**config.mk**
```make
export PLATFORM = sky130hd
export DESIGN_NAME = memory_cycle
export DESIGN_NICKNAME = d
export VERILOG_FILES = /design/src/rtl/memory_cycle.sv
export SDC_FILE = /design/constraint.sdc
export NUM_CORES = 1
export LEC_CHECK = 0
export BUFFER_PORTS_ARGS = -buffer_cell sky130_fd_sc_hd__buf_4
export CAP_MARGIN = 20
export CORE_AREA = 5 5 119 121
export DETAILED_ROUTE_END_ITERATION = 8
export DIE_AREA = 0 0 124 126
export HOLD_SLACK_MARGIN = 0.08
export PLACE_DENSITY_LB_ADDON = 0.05
export SLEW_MARGIN = 20
export SYNTH_ARGS = -nofsm -noshare
export SYNTH_HDL_FRONTEND = slang
export SYNTH_SLANG_ARGS = --single-unit
```
**constraint.sdc**
```tcl
create_clock -name clk -period 6.72 [get_ports clk]
set_clock_uncertainty 0.05 [all_clocks]
set_input_delay 0 -clock clk [delete_from_list [all_inputs] [get_ports clk]]
set_output_delay 0 -clock clk [all_outputs]
set_load 0.05 [all_outputs]
```
**src/rtl/memory_cycle.sv**
```systemverilog
// memory_cycle: M-stage data-memory access with wait states, timeout abort and W-stage register
module memory_cycle #(
   parameter int MAX_WAIT = 15
) (
   input  logic        clk,
   input  logic        rst,
   input  logic        ValidM,
   input  logic        RegWriteM,
   input  logic        MemWriteM,
   input  logic        ResultSrcM,
   input  logic [4:0]  RD_M,
   input  logic [31:0] PCPlus4M,
   input  logic [31:0] ALU_ResultM,
   input  logic [31:0] WriteDataM,
   output logic        dmem_req,
   output logic        dmem_we,
   output logic [31:0] dmem_addr,
   output logic [31:0] dmem_wdata,
   input  logic        dmem_ready,
   input  logic [31:0] dmem_rdata,
   output logic        StallM,
   output logic        ValidW,
   output logic        RegWriteW,
   output logic        ResultSrcW,
   output logic [4:0]  RD_W,
   output logic [31:0] PCPlus4W,
   output logic [31:0] ALU_ResultW,
   output logic [31:0] ReadDataW,
   output logic        MemErrW
);
   typedef enum logic {IDLE, WAIT} state_t;
   state_t     state;
   logic [7:0] wcnt;
   logic       memop, is_load, timeout;
   // decode the access; a timed-out access drops its request in the final cycle
   always_comb begin
      memop    = ValidM & (MemWriteM | ResultSrcM);
      is_load  = ResultSrcM & ~MemWriteM;
      timeout  = (state == WAIT) & ~dmem_ready & (wcnt == 8'(MAX_WAIT));
      dmem_req = ~rst & memop & ~timeout;
      dmem_we  = dmem_req & MemWriteM;
      StallM   = dmem_req & ~dmem_ready;
   end
   assign dmem_addr  = ALU_ResultM;
   assign dmem_wdata = WriteDataM;
   // wait-state tracking and W-stage register: bubbles while stalled, error slot on timeout
   always_ff @(posedge clk or posedge rst) begin
      if (rst) begin
         state       <= IDLE;
         wcnt        <= '0;
         ValidW      <= 1'b0;
         RegWriteW   <= 1'b0;
         ResultSrcW  <= 1'b0;
         RD_W        <= '0;
         PCPlus4W    <= '0;
         ALU_ResultW <= '0;
         ReadDataW   <= '0;
         MemErrW     <= 1'b0;
      end else begin
         state   <= StallM ? WAIT : IDLE;
         wcnt    <= StallM ? wcnt + 8'd1 : 8'd0;
         MemErrW <= timeout;
         if (StallM) begin
            ValidW     <= 1'b0;
            RegWriteW  <= 1'b0;
            ResultSrcW <= 1'b0;
         end else begin
            ValidW      <= ValidM | timeout;
            RegWriteW   <= RegWriteM & ValidM & ~timeout;
            ResultSrcW  <= ResultSrcM;
            RD_W        <= RD_M;
            PCPlus4W    <= PCPlus4M;
            ALU_ResultW <= ALU_ResultM;
            ReadDataW   <= (memop & is_load & dmem_ready) ? dmem_rdata : '0;
         end
      end
   end
endmodule
```
=== Word level (Yosys, flattened, before mapping) ===
Index checks and enable logic that the tools add are counted.

* Register bits after elaboration: 114
* Input port bits: 140

* Muxes and demuxes: 6
* Equality and inequality tests: 1
* Bitwise gates (word level): 18
* $add $sub $neg: 1

{| class="wikitable"
|+ Operators by type and width
! kind !! count
|-
| 2-to-1 mux 32 bit || 1
|-
| bitwise AND 1 bit || 12
|-
| adder 8 x 1 -> 8 bit, second input constant || 1
|-
| equality test 8 x 4 -> 1 bit, second input constant || 1
|-
| 2-to-1 mux 8 bit || 1
|-
| 2-to-1 mux 1 bit || 4
|-
| inverter 1 bit || 4
|-
| OR 1 bit || 2
|}

=== Longest topological paths before layout ===
Gate-level depths: netlist (run 1).

* Word-level depth: 7
* Gate-level depth with buffers: 9
* Gate-level depth less buffers: 6

=== Worst setup path before layout (run 1) ===
Ideal clock, no wire load.

* Path type: flip-flop to flip-flop
* From: register wcnt[0]
* To: register ReadDataW[22]
* Library setup time: 0.067 ns
* Cell stages (with the launch flop): 10
* Data arrival time: 2.166 ns
* Path slack: 4.437 ns
* Cell sequence: dfrtp_1 -> ha_1 -> nand3_1 -> o31ai_4 -> or4_1 -> buf_6 -> inv_4 -> buf_6 -> buf_2 -> a22o_1

* Cells in the longest elaborated chain, start to end: 5

{| class="wikitable"
|+ RTL lines
! what !! RTL line !! text
|-
| from (decl) || 33 || <nowiki>logic [7:0] wcnt;</nowiki>
|-
| from (signal assigned) || 61 || <nowiki>wcnt <= StallM ? wcnt + 8'd1 : 8'd0;</nowiki>
|-
| equality test 8 x 4 -> 1 bit || 39 || <nowiki>timeout = (state == WAIT) & ~dmem_ready & (wcnt == 8'(MAX_WAIT));</nowiki>
|-
| bitwise AND 1 bit || 39 ||
|-
| inverter 1 bit || 40 || <nowiki>dmem_req = ~rst & memop & ~timeout;</nowiki>
|-
| bitwise AND 1 bit || 40 ||
|-
| bitwise AND 1 bit || 42 || <nowiki>StallM = dmem_req & ~dmem_ready;</nowiki>
|-
| named net StallM || 21 || <nowiki>output logic StallM,</nowiki>
|-
| to (signal assigned) || 74 || <nowiki>ReadDataW <= (memop & is_load & dmem_ready) ? dmem_rdata : '0;</nowiki>
|-
| to (decl) || 28 || <nowiki>output logic [31:0] ReadDataW,</nowiki>
|}

The timed path passes the listed nets, and every way through them passes these cells.
A chain may end at the register's enable or synchronous reset.

=== Worst setup path after layout (run 1) ===
* From: register wcnt[0]
* To: output port StallM

* Cells in the longest elaborated chain, start to end: 5

{| class="wikitable"
|+ RTL lines
! what !! RTL line
|-
| equality test 8 x 4 -> 1 bit || 39
|-
| bitwise AND 1 bit || 39
|-
| inverter 1 bit || 40
|-
| bitwise AND 1 bit || 40
|-
| bitwise AND 1 bit || 42
|-
| to (decl) || 21
|}

No other way between the ends.

==> load_flow_metrics.sql, run 1 <==
INSERT INTO impl_metrics (metric_group, metric, value, unit) VALUES
('cts', 'clock-root-buffer', 'sky130_fd_sc_hd__clkbuf_16', ''),
('worst_setup_path', 'worst-endpoint-required', '6.67', 'ns'),
('finish', 'final_layout_size_suffix_gt1_share', '52.2', '%'),
('drt', 'post_detailed_route_via_to_cell_ratio', '4.40', ''),
('cts', 'cts_setup_buffers', '0', ''),
('power', 'power_density_over_cell_area', '251', 'nW/um2'),
('synthesis', 'async_reset_ff_share', '100', '%'),
('finish', 'final_util', '63.8', '%'),
('drt', 'detailroute.via_count', '3726', ''),
('worst_setup_path', 'worst_setup_path_endpoint', 'StallM', ''),
('global_route', 'maximum_number_of_pins_on_one_net_before_global_route_repair', '79', ''),
('power', 'post_layout_total_power', '2080', 'uW'),
('place', 'hpwlAfterDp', '8.88', 'mm'),
('timing', 'timing.setup.tns', '0', 'ns'),
('floorplan', 'floorplan.die_area', '15600', 'um2'),
('place', 'routabilityCongestion', '0.739', ''),
('floorplan', 'core_area', '13000', 'um2'),
('floorplan', 'number_of_placement_rows', '42', ''),
('timing', 'timing_max_transition_violations_final', '0', ''),
('global_route', 'globalRouteOverflowTotal', '0', ''),
('hold_path', 'min-delay-path-class', 'in2async', ''),
('finish', 'flow.area_growth_from_synthesis', '73.1', '%'),
('worst_setup_path', 'crit_fanout', '67', ''),
('drt', 'drt_drc_violations_left', '0', ''),
('cts', 'numCtsBuffers', '17', ''),
('timing', 'post-route-min-period', '3.67', 'ns'),
('finish', 'diodes', '0', ''),
('synthesis', 'mapped_avg_cell_area', '14.4', 'um2'),
('worst_setup_path', 'ff2ff_setup_slack', '3.24', 'ns'),
('synthesis', 'synth_top_cells_by_area', 'sky130_fd_sc_hd__dfrtp_1 (60%), sky130_fd_sc_hd__mux2_2 (13%), sky130_fd_sc_hd__buf_4 (10%), sky130_fd_sc_hd__a22o_1 (5.9%), sky130_fd_sc_hd__mux2_4 (4.4%)', ''),
('synthesis', 'synth_top_area_cell', 'sky130_fd_sc_hd__dfrtp_1', ''),
('timing', 'hold_viol', '0', ''),
('timing', 'fmaxAchievable', '272', 'MHz'),
('cts', 'clk_pin_slew_worst_paths', '0.05', 'ns'),
('flow_run', 'cap_violations', '0', ''),
('floorplan', 'start_util', '36.9', '%'),
('timing', 'final_min_period_over_clock_period', '54.7', '%'),
('worst_setup_path', 'worst_r2r_endpoint', 'RD_W[2]', ''),
('global_route', 'grt_pass1_wl', '21.4', 'mm'),
('synthesis', 'syn-cell-area', '4790', 'um2'),
('power', 'static-leakage-power', '0.00400', 'uW'),
('worst_setup_path', 'worstSetupStartpoint', 'wcnt[0]', ''),
('global_route', 'first_global_vias', '4094', ''),
('drt', 'drt-wirelength-per-cell', '16.4', 'um'),
('worst_setup_path', 'crit_path_end_kind', 'output pin', ''),
('drt', 'totalWireLength', '13.9', 'mm'),
('drt', 'drt_pre_antenna_iters', '4', ''),
('worst_setup_path', 'critPathArrivalTime', '3.62', 'ns'),
('synthesis', 'ys_seq_elements', '114', ''),
('floorplan', 'boundaryPins', '312', ''),
('cts', 'htreeDepth', '4', ''),
('timing', 'worst_pin_slew', '0.909', 'ns'),
('finish', 'fin_nets', '801', ''),
('finish', 'mostFrequentLayoutCell', 'sky130_fd_sc_hd__buf_4', ''),
('worst_setup_path', 'r2r.worst_path.cells', '7', ''),
('cts', 'cts_tree', 'yes', ''),
('synthesis', 'synthDominantCellAreaShare', '59.6', '%'),
('synthesis', 'syn-num-nets', '473', ''),
('status', 'status', 'complete, no violations', ''),
('timing', 'rsz0062_at_grt', 'false', ''),
('place', 'port-buffer-count', '247', ''),
('synthesis', 'netlist_instances', '332', ''),
('drt', 'drt_iter0_drc', '106', ''),
('worst_setup_path', 'worstSetupPathType', 'reg2out', ''),
('timing', 'relSlewSlack', '39.4', '%'),
('floorplan', 'die_width', '124', 'um'),
('synthesis', 'synth_cell_types', '26', ''),
('power', 'power.ir.vdd_worst', '0.139', 'mV'),
('cts', 'tritoncts_num_sinks', '114', ''),
('global_route', 'initial_antenna_violation_count', '0', ''),
('cts', 'worstSkewPairLatency', '0.40', 'ns');
final cells by class:
| cell class | count | area, um2 |
|---|---|---|
| fill | 954 | 4700 |
| clock buffer | 25 | 505 |
| inverter | 2 | 12.5 |
| sequential | 114 | 2850 |
| timing repair buffer | 389 | 3270 |
| clock inverter | 5 | 75.1 |
| multi-input combinational | 136 | 1340 |
| tap | 176 | 220 |
kinds of logic (layout without fill, tap and decap cells):
group / count (synthesis) / after routing / synth area share [%]
AOI/OAI and AO/OA: 33 / 33 / 6.30
buffers and inverters: 82 / 421 / 12.3
adders and majority gates: 1 / 1 / 0.261
and+or+nand+nor: 27 / 27 / 3.06
xor gates and xnor gates: 6 / 6 / 1.10
DFF: 114 / 114 / 59.6
muxes: 69 / 69 / 17.3
cell usage after synthesis, drive strengths merged, types with 2 or more instances:
master  count
dfrtp     114
buf        76
mux2       69
a22o       32
nor2       11
clkbuf      4
xor2        4
and2        2
inv         2
nand2       2
nand3       2
nor3        2
nor3b       2
or4         2
xnor2       2
layer usage:
metal	vias up	global-route usage, %	share of wire, %
met1	1746	20.3	38
met3	21	7.62	12
met4	0	7.22	2.0
met2	208	29.0	48
li1	1751	-	-
met5	-	0	0
stage by stage:
step                      setup slack, ns  area [um2]  hold slack, ns  cells
after floorplan                      3.65        4790          0.0786    332
after global placement               3.31        6300         -0.0497    677
after detailed placement             3.26        6300         -0.0497    677
after CTS                            3.03        8280           0.149    847
after global routing                 2.86        8280           0.190    847
final                                3.05        8280           0.150    847
registers in the layout (all words and copies together) (netlist names):
register     flops
ALU_ResultW     32
MemErrW          1
PCPlus4W        32
RD_W             5
ReadDataW       32
RegWriteW        1
ResultSrcW       1
ValidW           1
state            1
wcnt             8
worst min-delay path by stage:
stage | from | to | slack, ns | depth (start not counted)
2_1_floorplan | ResultSrcM | ResultSrcW | 0.08 | 1
3_3_place_gp | WriteDataM[23] | dmem_wdata[23] | -0.05 | 0
3_5_place_dp | WriteDataM[23] | dmem_wdata[23] | -0.05 | 0
4_1_cts | rst | MemErrW | 0.15 | 3
5_1_grt | rst | RegWriteW | 0.19 | 3
6_report | rst | MemErrW | 0.15 | 3
power breakdown:
part / leakage [uW] / switching, uW / internal, uW
sequential: 0.00142 / 17.5 / 722
combinational: 0.00229 / 280 / 183
clock: 0.000289 / 288 / 588
total: 0.00400 / 586 / 1490
what timing repair did:
action	CTS	global route
endpoints found under the setup margin	0	0
endpoints found under the hold margin	180	0
gates resized for setup	0	0
hold buffers	140	0
critical path, stage by stage (launching register included):
cell and delay [ns]:
sky130_fd_sc_hd__dfrtp_1 0.40, sky130_fd_sc_hd__ha_1 0.23, sky130_fd_sc_hd__nand3_1 0.22, sky130_fd_sc_hd__o31ai_4 0.13
sky130_fd_sc_hd__or4_1 0.61, sky130_fd_sc_hd__inv_4 0.69, sky130_fd_sc_hd__buf_4 0.53, sky130_fd_sc_hd__buf_4 0.29
Note: power is estimated with default switching activity, not from simulation.
==> inputs of run 2 (changes only) <==
Settings changed: CORE_AREA 5 5 119 121 to 5 5 116 118, DIE_AREA 0 0 124 126 to 0 0 121 123.
Clock period 6.72 ns to 3.5 ns, I/O delays scaled along.
==> run 2 against run 1 <==
  * Via count is 3.1% higher
  * Sequential cell count did not move
  * Total power increased by 89%
  * Register-to-register slack worse by 2.5 ns
==> load_flow_metrics.sql, run 2 (synthesized netlist as in run 1, its figures left out) <==
INSERT INTO impl_metrics (metric_group, metric, value, unit) VALUES
('global_route', 'grt_pass1_wl', '22.2', 'mm'),
('finish', 'reg.largest.list', 'ALU_ResultW: 32 flops, PCPlus4W: 32 flops, ReadDataW: 32 flops', ''),
('status', 'status', 'complete, no violations', ''),
('power', 'p_int', '2800', 'uW'),
('timing', 'post-route-min-period', '2.79', 'ns'),
('cts', 'clk_pin_slew_worst_paths', '0.05', 'ns'),
('worst_setup_path', 'worstSetupStartpointType', 'flip-flop', ''),
('floorplan', 'boundaryPins', '312', ''),
('timing', 'final_min_period_over_clock_period', '79.8', '%'),
('timing', 'worst_pin_slew', '0.876', 'ns'),
('cts', 'clk_path_buf_depth', '2', ''),
('finish', 'flow.area_growth_from_synthesis', '73.3', '%'),
('timing', 'relSlewSlack', '41.6', '%'),
('drt', 'post_detailed_route_via_to_cell_ratio', '4.54', ''),
('hold_path', 'whs_path_cells', '4', ''),
('hold_path', 'worstHoldStart', 'MemWriteM', ''),
('finish', 'mostFrequentLayoutCell', 'sky130_fd_sc_hd__buf_4', ''),
('cts', 'worstSkewPairLatency', '0.40', 'ns'),
('worst_setup_path', 'reg2reg_from', 'wcnt[0]', ''),
('floorplan', 'floorplan.die_area', '14900', 'um2'),
('drt', 'drt_pre_antenna_iters', '4', ''),
('floorplan', 'die_y', '123', 'um'),
('place', 'hpwlAfterDp', '8.84', 'mm'),
('drt', 'totalWireLength', '14.6', 'mm'),
('cts', 'cts_setup_buffers', '0', ''),
('global_route', 'globalRouteOverflowTotal', '0', ''),
('timing', 'hold_viol', '0', ''),
('timing', 'rsz0062_at_grt', 'false', ''),
('finish', 'diodes', '0', ''),
('finish', 'final_cell_area', '8290', 'um2'),
('worst_setup_path', 'crit_fanout', '54', ''),
('power', 'switching_share', '28.7', '%'),
('power', 'combPwrFrac', '22.9', '%'),
('cts', 'cts_resized', '0', ''),
('place', 'port-buffer-count', '247', ''),
('cts', 'htreeDepth', '4', ''),
('finish', 'fillCellCount', '876', ''),
('global_route', 'initial_antenna_violation_count', '0', ''),
('worst_setup_path', 'crit_path_end_kind', 'flip-flop', ''),
('worst_setup_path', 'r2r.worst_path.cells', '7', ''),
('timing', 'fmaxAchievable', '358', 'MHz'),
('hold_path', 'destination_of_the_worst_hold_path', 'wcnt[6]', ''),
('cts', 'clock-root-buffer', 'sky130_fd_sc_hd__clkbuf_16', ''),
('cts', 'numCtsBuffers', '17', ''),
('global_route', 'first_global_vias', '4300', ''),
('worst_setup_path', 'critPathArrivalTime', '3.03', 'ns'),
('place', 'routabilityCongestion', '0.782', ''),
('cts', 'tritoncts_num_sinks', '114', ''),
('cts', 'post_cts_hold_buffer_count', '140', ''),
('timing', 'finalSetupViolCount', '0', ''),
('floorplan', 'core_area', '12400', 'um2'),
('worst_setup_path', 'worst_r2r_endpoint', 'PCPlus4W[18]', ''),
('floorplan', 'die_width', '121', 'um'),
('cts', 'cts_tree', 'yes', ''),
('power', 'power.ir.vdd_worst', '0.239', 'mV'),
('finish', 'fin_nets', '803', ''),
('drt', 'drt-wirelength-per-cell', '17.2', 'um'),
('worst_setup_path', 'ff2ff_setup_slack', '0.71', 'ns'),
('global_route', 'total_grt_usage', '19.3', '%'),
('power', 'static-leakage-power', '0.00401', 'uW'),
('finish', 'most-common-layout-cells', 'sky130_fd_sc_hd__buf_4 (249), sky130_fd_sc_hd__dlygate4sd3_1 (140), sky130_fd_sc_hd__dfrtp_1 (114)', ''),
('power', 'switchingPower', '1130', 'uW'),
('place', 'place_area', '6330', 'um2'),
('floorplan', 'number_of_placement_rows', '41', ''),
('power', 'power.sequential.fraction', '36.2', '%'),
('finish', 'final_layout_size_suffix_gt1_share', '52.2', '%'),
('timing', 'timing.setup.tns', '0', 'ns'),
('drt', 'drt_iter0_drc', '192', ''),
('power', 'power_density_over_cell_area', '473', 'nW/um2'),
('drt', 'drt_drc_violations_left', '0', ''),
('worst_setup_path', 'worst-endpoint-required', '3.74', 'ns'),
('worst_setup_path', 'worstSetupPathType', 'reg2reg', ''),
('power', 'clockPowerShare', '41.0', '%'),
('timing', 'timing_max_transition_violations_final', '0', ''),
('floorplan', 'start_util', '38.7', '%'),
('hold_path', 'min-delay-path-class', 'in2reg', ''),
('drt', 'detail-route-antenna-nets', '0', ''),
('drt', 'detailroute.via_count', '3841', ''),
('flow_run', 'cap_violations', '0', ''),
('global_route', 'maximum_number_of_pins_on_one_net_before_global_route_repair', '73', '');
[run 2: power by group through the flow]
stage          logic (uW)  clock network (uW)  registers, uW
3_3_place_gp          694                   0           1440
6_report              898                1610           1420
4_1_cts               898                1660           1420
2_1_floorplan         318                   0           1670
3_5_place_dp          698                   0           1440
5_1_grt               936                1710           1430
[run 2: cell type report]
type / instances / area (um2) / share of cell area, %
inverter: 2 / 12.5 / 0.151
timing repair buffer: 391 / 3310 / 39.9
tap: 172 / 215 / 2.59
sequential: 114 / 2850 / 34.4
clock inverter: 5 / 50.0 / 0.603
clock buffer: 26 / 509 / 6.14
multi-input combinational: 136 / 1340 / 16.2
[run 2: through the flow]
step	setup slack [ns]	util [%]	hold slack, ns	std cells	total power (uW)
after floorplan	0.434	-	0.0786	332	1990
after global placement	0.796	51.2	-0.0497	675	2130
after detailed placement	0.712	51.2	-0.0497	675	2140
after CTS	0.700	67.1	0.194	846	3970
after global routing	0.564	67.1	0.282	846	4080
final	0.708	67.1	0.208	846	3930
[run 2: how the worst max path moves through the flow]
stage	startpoint	to	slack, ns
finish	wcnt[0]	PCPlus4W[18]	0.71
global placement	wcnt[0]	PCPlus4W[16]	0.80
global route	wcnt[0]	PCPlus4W[3]	0.56
CTS	wcnt[0]	PCPlus4W[16]	0.70
detailed placement	wcnt[0]	PCPlus4W[18]	0.71
floorplan	rst	ALU_ResultW[0]	0.43
[run 2: per-layer routing]
layer	vias to the layer above	routed length, um	share of wire [%]	global-route usage [%]
li1	1754	-	-	-
met1	1838	5250	36	21.0
met2	210	7470	51	33.2
met3	39	1400	9.6	7.37
met4	0	473	3.2	9.28
met5	-	0	0	0
[run 2: critical path, cell delays in order (launching register included)]
cell,delay (ns)
sky130_fd_sc_hd__dfrtp_1,0.40
sky130_fd_sc_hd__ha_1,0.23
sky130_fd_sc_hd__nand3_1,0.21
sky130_fd_sc_hd__o31ai_4,0.12
sky130_fd_sc_hd__or4_1,0.59
sky130_fd_sc_hd__inv_4,0.32
sky130_fd_sc_hd__buf_12,0.29
sky130_fd_sc_hd__mux2_2,0.38
